[src/rtl/regfile_pkg.sv]
// Shared types and sizing for the register-file command controller.
package regfile_pkg;

  localparam int REG_AW = 4;
  localparam int REG_N  = 8;

  typedef enum logic [2:0] {
    OP_ADD = 3'd0,
    OP_SUB = 3'd1,
    OP_AND = 3'd2,
    OP_OR  = 3'd3,
    OP_XOR = 3'd4,
    OP_LI  = 3'd5,
    OP_MOV = 3'd6,
    OP_NOP = 3'd7
  } op_t;

  typedef enum logic [1:0] {
    S_IDLE = 2'd0,
    S_READ = 2'd1,
    S_EXEC = 2'd2,
    S_WB   = 2'd3
  } state_t;

endpackage

[src/rtl/regfile_ctrl_alu.sv]
// Combinational ALU; c is carry for ADD, borrow for SUB, 0 otherwise.
module alu_simple
  import regfile_pkg::*;
#(
  parameter int N = REG_N
) (
  input  logic [N-1:0] a,
  input  logic [N-1:0] b,
  input  logic [N-1:0] imm,
  input  op_t          op,
  output logic [N-1:0] y,
  output logic         c
);

  logic [N:0] sum;

  always_comb begin
    sum = '0;
    y   = '0;
    c   = 1'b0;
    case (op)
      OP_ADD: begin
        sum = {1'b0, a} + {1'b0, b};
        y   = sum[N-1:0];
        c   = sum[N];
      end
      OP_SUB: begin
        // Top bit of the widened difference is set exactly when a < b.
        sum = {1'b0, a} - {1'b0, b};
        y   = sum[N-1:0];
        c   = sum[N];
      end
      OP_AND:  y = a & b;
      OP_OR:   y = a | b;
      OP_XOR:  y = a ^ b;
      OP_LI:   y = imm;
      OP_MOV:  y = a;
      default: y = '0;
    endcase
  end

endmodule

[src/rtl/regfile_ctrl.sv]
// Command initiator for a 2R/1W register file: IDLE->READ->EXEC->WB, one command per 4 cycles.
// All outputs registered; cmd_ready is a decode of the state register.
module regfile_ctrl
  import regfile_pkg::*;
#(
  parameter int N  = REG_N,
  parameter int AW = REG_AW
) (
  input  logic          clk,
  input  logic          rst,
  input  logic          cmd_valid,
  output logic          cmd_ready,
  input  logic [2:0]    cmd_op,
  input  logic [AW-1:0] cmd_rd,
  input  logic [AW-1:0] cmd_rs1,
  input  logic [AW-1:0] cmd_rs2,
  input  logic [N-1:0]  cmd_imm,
  output logic [AW-1:0] ra1,
  output logic [AW-1:0] ra2,
  input  logic [N-1:0]  rd1,
  input  logic [N-1:0]  rd2,
  output logic [AW-1:0] wa3,
  output logic [N-1:0]  wd3,
  output logic          we3,
  output logic          done,
  output logic          flag_z,
  output logic          flag_c
);

  state_t        state_q;
  op_t           op_q;
  logic [AW-1:0] rd_q;
  logic [N-1:0]  imm_q;
  logic [N-1:0]  a_q, b_q;
  logic [AW-1:0] ra1_q, ra2_q, wa3_q;
  logic [N-1:0]  wd3_q;
  logic          we3_q, done_q, flag_z_q, flag_c_q;

  logic [N-1:0]  alu_y;
  logic          alu_c;

  alu_simple #(.N(N)) u_alu (
    .a   (a_q),
    .b   (b_q),
    .imm (imm_q),
    .op  (op_q),
    .y   (alu_y),
    .c   (alu_c)
  );

  always_ff @(posedge clk) begin
    if (rst) begin
      state_q  <= S_IDLE;
      op_q     <= OP_ADD;
      rd_q     <= '0;
      imm_q    <= '0;
      a_q      <= '0;
      b_q      <= '0;
      ra1_q    <= '0;
      ra2_q    <= '0;
      wa3_q    <= '0;
      wd3_q    <= '0;
      we3_q    <= 1'b0;
      done_q   <= 1'b0;
      flag_z_q <= 1'b0;
      flag_c_q <= 1'b0;
    end else begin
      case (state_q)
        S_IDLE: begin
          if (cmd_valid) begin
            op_q    <= op_t'(cmd_op);
            rd_q    <= cmd_rd;
            imm_q   <= cmd_imm;
            // Read addresses are loaded at accept so they are stable throughout READ.
            ra1_q   <= cmd_rs1;
            ra2_q   <= cmd_rs2;
            state_q <= S_READ;
          end
        end
        S_READ: begin
          a_q     <= rd1;
          b_q     <= rd2;
          state_q <= S_EXEC;
        end
        S_EXEC: begin
          if (op_q != OP_NOP) begin
            wa3_q    <= rd_q;
            wd3_q    <= alu_y;
            we3_q    <= 1'b1;
            flag_z_q <= (alu_y == '0);
          end
          if (op_q == OP_ADD || op_q == OP_SUB) flag_c_q <= alu_c;
          done_q  <= 1'b1;
          state_q <= S_WB;
        end
        S_WB: begin
          we3_q   <= 1'b0;
          done_q  <= 1'b0;
          state_q <= S_IDLE;
        end
        default: state_q <= S_IDLE;
      endcase
    end
  end

  assign cmd_ready = (state_q == S_IDLE);
  assign ra1       = ra1_q;
  assign ra2       = ra2_q;
  assign wa3       = wa3_q;
  assign wd3       = wd3_q;
  assign we3       = we3_q;
  assign done      = done_q;
  assign flag_z    = flag_z_q;
  assign flag_c    = flag_c_q;

endmodule

[config.mk]
export PLATFORM = sky130hd
export DESIGN_NAME = regfile_ctrl
export DESIGN_NICKNAME = d
export VERILOG_FILES = /design/src/rtl/regfile_pkg.sv /design/src/rtl/regfile_ctrl_alu.sv /design/src/rtl/regfile_ctrl.sv
export SDC_FILE = /design/constraint.sdc
export NUM_CORES = 1
export LEC_CHECK = 0
export BUFFER_PORTS_ARGS = -buffer_cell sky130_fd_sc_hd__buf_2
export CAP_MARGIN = 20
export CORE_MARGIN = 2
export CORE_UTILIZATION = 55
export DETAILED_ROUTE_END_ITERATION = 10
export GPL_TIMING_DRIVEN = 0
export PLACE_DENSITY_LB_ADDON = 0.15
export SYNTH_ARGS = -nofsm -noshare
export SYNTH_HDL_FRONTEND = slang
export SYNTH_SLANG_ARGS = --single-unit
[constraint.sdc]
create_clock -name clk -period 6.15 [get_ports clk]
set_input_delay 1.23 -clock clk [delete_from_list [all_inputs] [get_ports clk]]
set_output_delay 1.23 -clock clk [all_outputs]
set_load 0.05 [all_outputs]
==> flow_summary.json <==
{
  "run_status": "completed",
  "synth_top_family_by_area": "simple AND/OR/NAND/NOR gates",
  "worstPathRequired_ps": 6430,
  "ys_async_sr_fraction": 0,
  "cts_sinks": 57,
  "grt_pass1_wl_um": 14500,
  "worstMarginPinSlew_ps": 950,
  "area_growth_pct": 17.7,
  "finalHoldViolCount": 0,
  "cts.clk_slew.worst_paths_ps": 70,
  "drc": 0,
  "netlist_area_mm2": 0.00338,
  "grtUsageTotal": 0.283,
  "ctsLongestPathBuffers": 2,
  "synth_adder_area_share": 0.116,
  "crit_path_end_kind": "register",
  "hold_buffers": 0,
  "ctsResizeCount": 0,
  "synth_enable_flop_cells": 0,
  "antenna_found_initial": 0,
  "grt.overflow.total": 0,
  "synth-simple-area-share": 0.204,
  "setup-tns-final_ps": 0,
  "yosysMostFrequentCell": "nand2_1",
  "grt_pass1_vias": 2974,
  "multiInputGateArea_mm2": 0.00201,
  "routabilityCongestion": 0.912,
  "wirelength_um": 9140,
  "antennaDiodeCount": 0,
  "p_leak_nw": 1.68,
  "ant_nets": 0,
  "first_pass_iters": 4,
  "seqCellArea_mm2": 0.00114,
  "vias": 3220,
  "finalMaxSlewViolations": 0,
  "initial_core_util": 0.571,
  "die_y_um": 82.4,
  "synth-seq-cells": 57,
  "finalSetupViolCount": 0,
  "synthesis.nets": 493,
  "viasPerCell": 5.57,
  "wl_per_cell_um": 15.8,
  "synthFlopType": "dfxtp_1",
  "fmax_ghz": 0.366,
  "grt_max_degree": 11,
  "crit_arrival_ps": 3010,
  "dp_hpwl_um": 6880,
  "synth_xor_area_frac": 0.00777,
  "synthCells": 421,
  "yosysTopAreaCellShare": 0.338,
  "synthMuxAreaShare": 0.0844,
  "final.min_clock_period_ps": 2730,
  "tritoncts": "yes",
  "die_area_mm2": 0.00679,
  "synthTopCellsByArea": "dfxtp_1 (34%), ha_1 (10%), mux2i_1 (7.1%)",
  "placement.io_buffers": 66,
  "fin_crit_sh": 0.444,
  "die_w_um": 82.4,
  "final_area_mm2": 0.00398,
  "cap_violations": 0,
  "ys_types": 53,
  "hold_class": "register to register",
  "critPathLaunchType": "register",
  "rsz0062_at_grt": "false",
  "clk_latency_ps": 330,
  "core_area_mm2": 0.00592,
  "ios": 67,
  "cts_max_level": 3,
  "drt_iter0_markers": 226,
  "cts_buffers": 9,
  "irDropWorstVdd_uv": 274,
  "cts_setup_buffers": 0,
  "nets": 570,
  "rows": 28,
  "max_slew_margin": 0.366,
  "cp_max_fo": 10,
  "fill_cells": 516,
  "synth_compound_area_frac": 0.185,
  "synthTopCellsByCount": "nand2_1 (62), dfxtp_1 (57), nor2_1 (50), a21oi_1 (41), ha_1 (28)",
  "yosysTopAreaCell": "dfxtp_1",
  "cts_root_buffer": "clkbuf_8",
  "finClkSkew_ps": 9.71,
  "syn_avg_cell_area_um2": 8.03,
  "timing_worst_setup_path_type": "register to register",
  "yosysWarnings": 0,
  "layout-drive-gt1-share": 0.181,
  "ys_seq_area_frac": 0.338,
  "placed_cell_area_mm2": 0.00380,
  "power_density_mw_per_mm2": 460
}
[area by class of cell]
type	count	share of cell area
Buffer	28	0.0308
Inverter	27	0.0255
Sequential cell	57	0.287
Tap cell	75	0.0236
Clock buffer	11	0.0356
Multi-Input combinational cell	309	0.507
Clock inverter	5	0.00787
Timing Repair Buffer	66	0.0831
[where the power goes]
part,switching [mW],internal [mW],total [mW]
registers,0.0695,0.460,0.530
logic,0.654,0.335,0.989
clock network,0.154,0.156,0.310
[kinds of logic after synthesis]
family / after synthesis
AND/OR/NAND/NOR: 155
AO/OA/AOI/OAI: 94
flip-flops: 57
buffers and inverters: 55
adder cells (fa/ha/maj): 30
multiplexers: 27
XOR/XNOR: 3
[path summary, 6_finish.rpt]
| kind | start | endpoint | slack, ps | depth (start not counted) |
|---|---|---|---|---|
| setup / recovery | op_q[2] | flag_z | 3420 | 8 |
| hold / removal | wa3[2] | wa3[2] | 450 | 2 |
| setup reg to reg | op_q[2] | flag_z | 3420 | 8 |
| hold reg to reg | wa3[2] | wa3[2] | 450 | 2 |
[cell usage in the layout (no fill, tap or decap), drive strengths merged, types with 3 or more instances in the layout]
master   synthesis  layout
nand3            6       6
o211ai           3       3
buf              6      72
nor2            50      50
o21ai            6       6
mux2i           24      24
nand2           62      62
o2bb2ai          3       3
nand2b           5       5
nor3            11      11
dfxtp           57      57
a21oi           41      41
a211oi          14      14
clkinv           0       4
o21bai           3       3
inv             27      27
clkbuf          22      33
o221ai           3       3
or3              3       3
ha              28      28
nand3b           5       5
[registers in the layout, summed over array words and instances (netlist names)]
| register | cells |
|---|---|
| op_q | 3 |
| wd3 | 8 |
| a_q | 8 |
| ra2 | 4 |
| flag_c | 1 |
| flag_z | 1 |
| b_q | 8 |
| state_q | 2 |
| ra1 | 4 |
| done | 1 |
| imm_q | 8 |
| wa3 | 4 |
| rd_q | 4 |
| we3 | 1 |
[critical path, cell delays in order, from the launching register on]
cell and delay, ps:
dfxtp_1 320, buf_6 120, clkbuf_1 400, buf_1 460
a21oi_1 90, a211oi_1 550, nand2_1 180, nor4_1 350
a41o_1 220
[through the flow]
| stage | worst slack, ps | util | hold slack, ps | cells | total power [mW] |
|---|---|---|---|---|---|
| finish | 3420 | 0.672 | 453 | 578 | 1.83 |
| global route | 3340 | 0.672 | 465 | 578 | 1.96 |
| CTS | 3510 | 0.672 | 454 | 578 | 1.82 |
| detailed placement | 3530 | 0.642 | 445 | 562 | 1.51 |
| global placement | 3530 | 0.642 | 439 | 562 | 1.49 |
| floorplan | 3990 | - | 432 | 421 | 1.26 |
[routing by layer]
layer / up-vias / part of all wire / GRT usage
met4: 0 / 0.013 / 0.107
met1: 1502 / 0.47 / 0.406
li1: 1602 / - / -
met5: - / 0 / 0
met2: 104 / 0.46 / 0.425
met3: 12 / 0.063 / 0.0467
(Power assumes the default switching activity.)
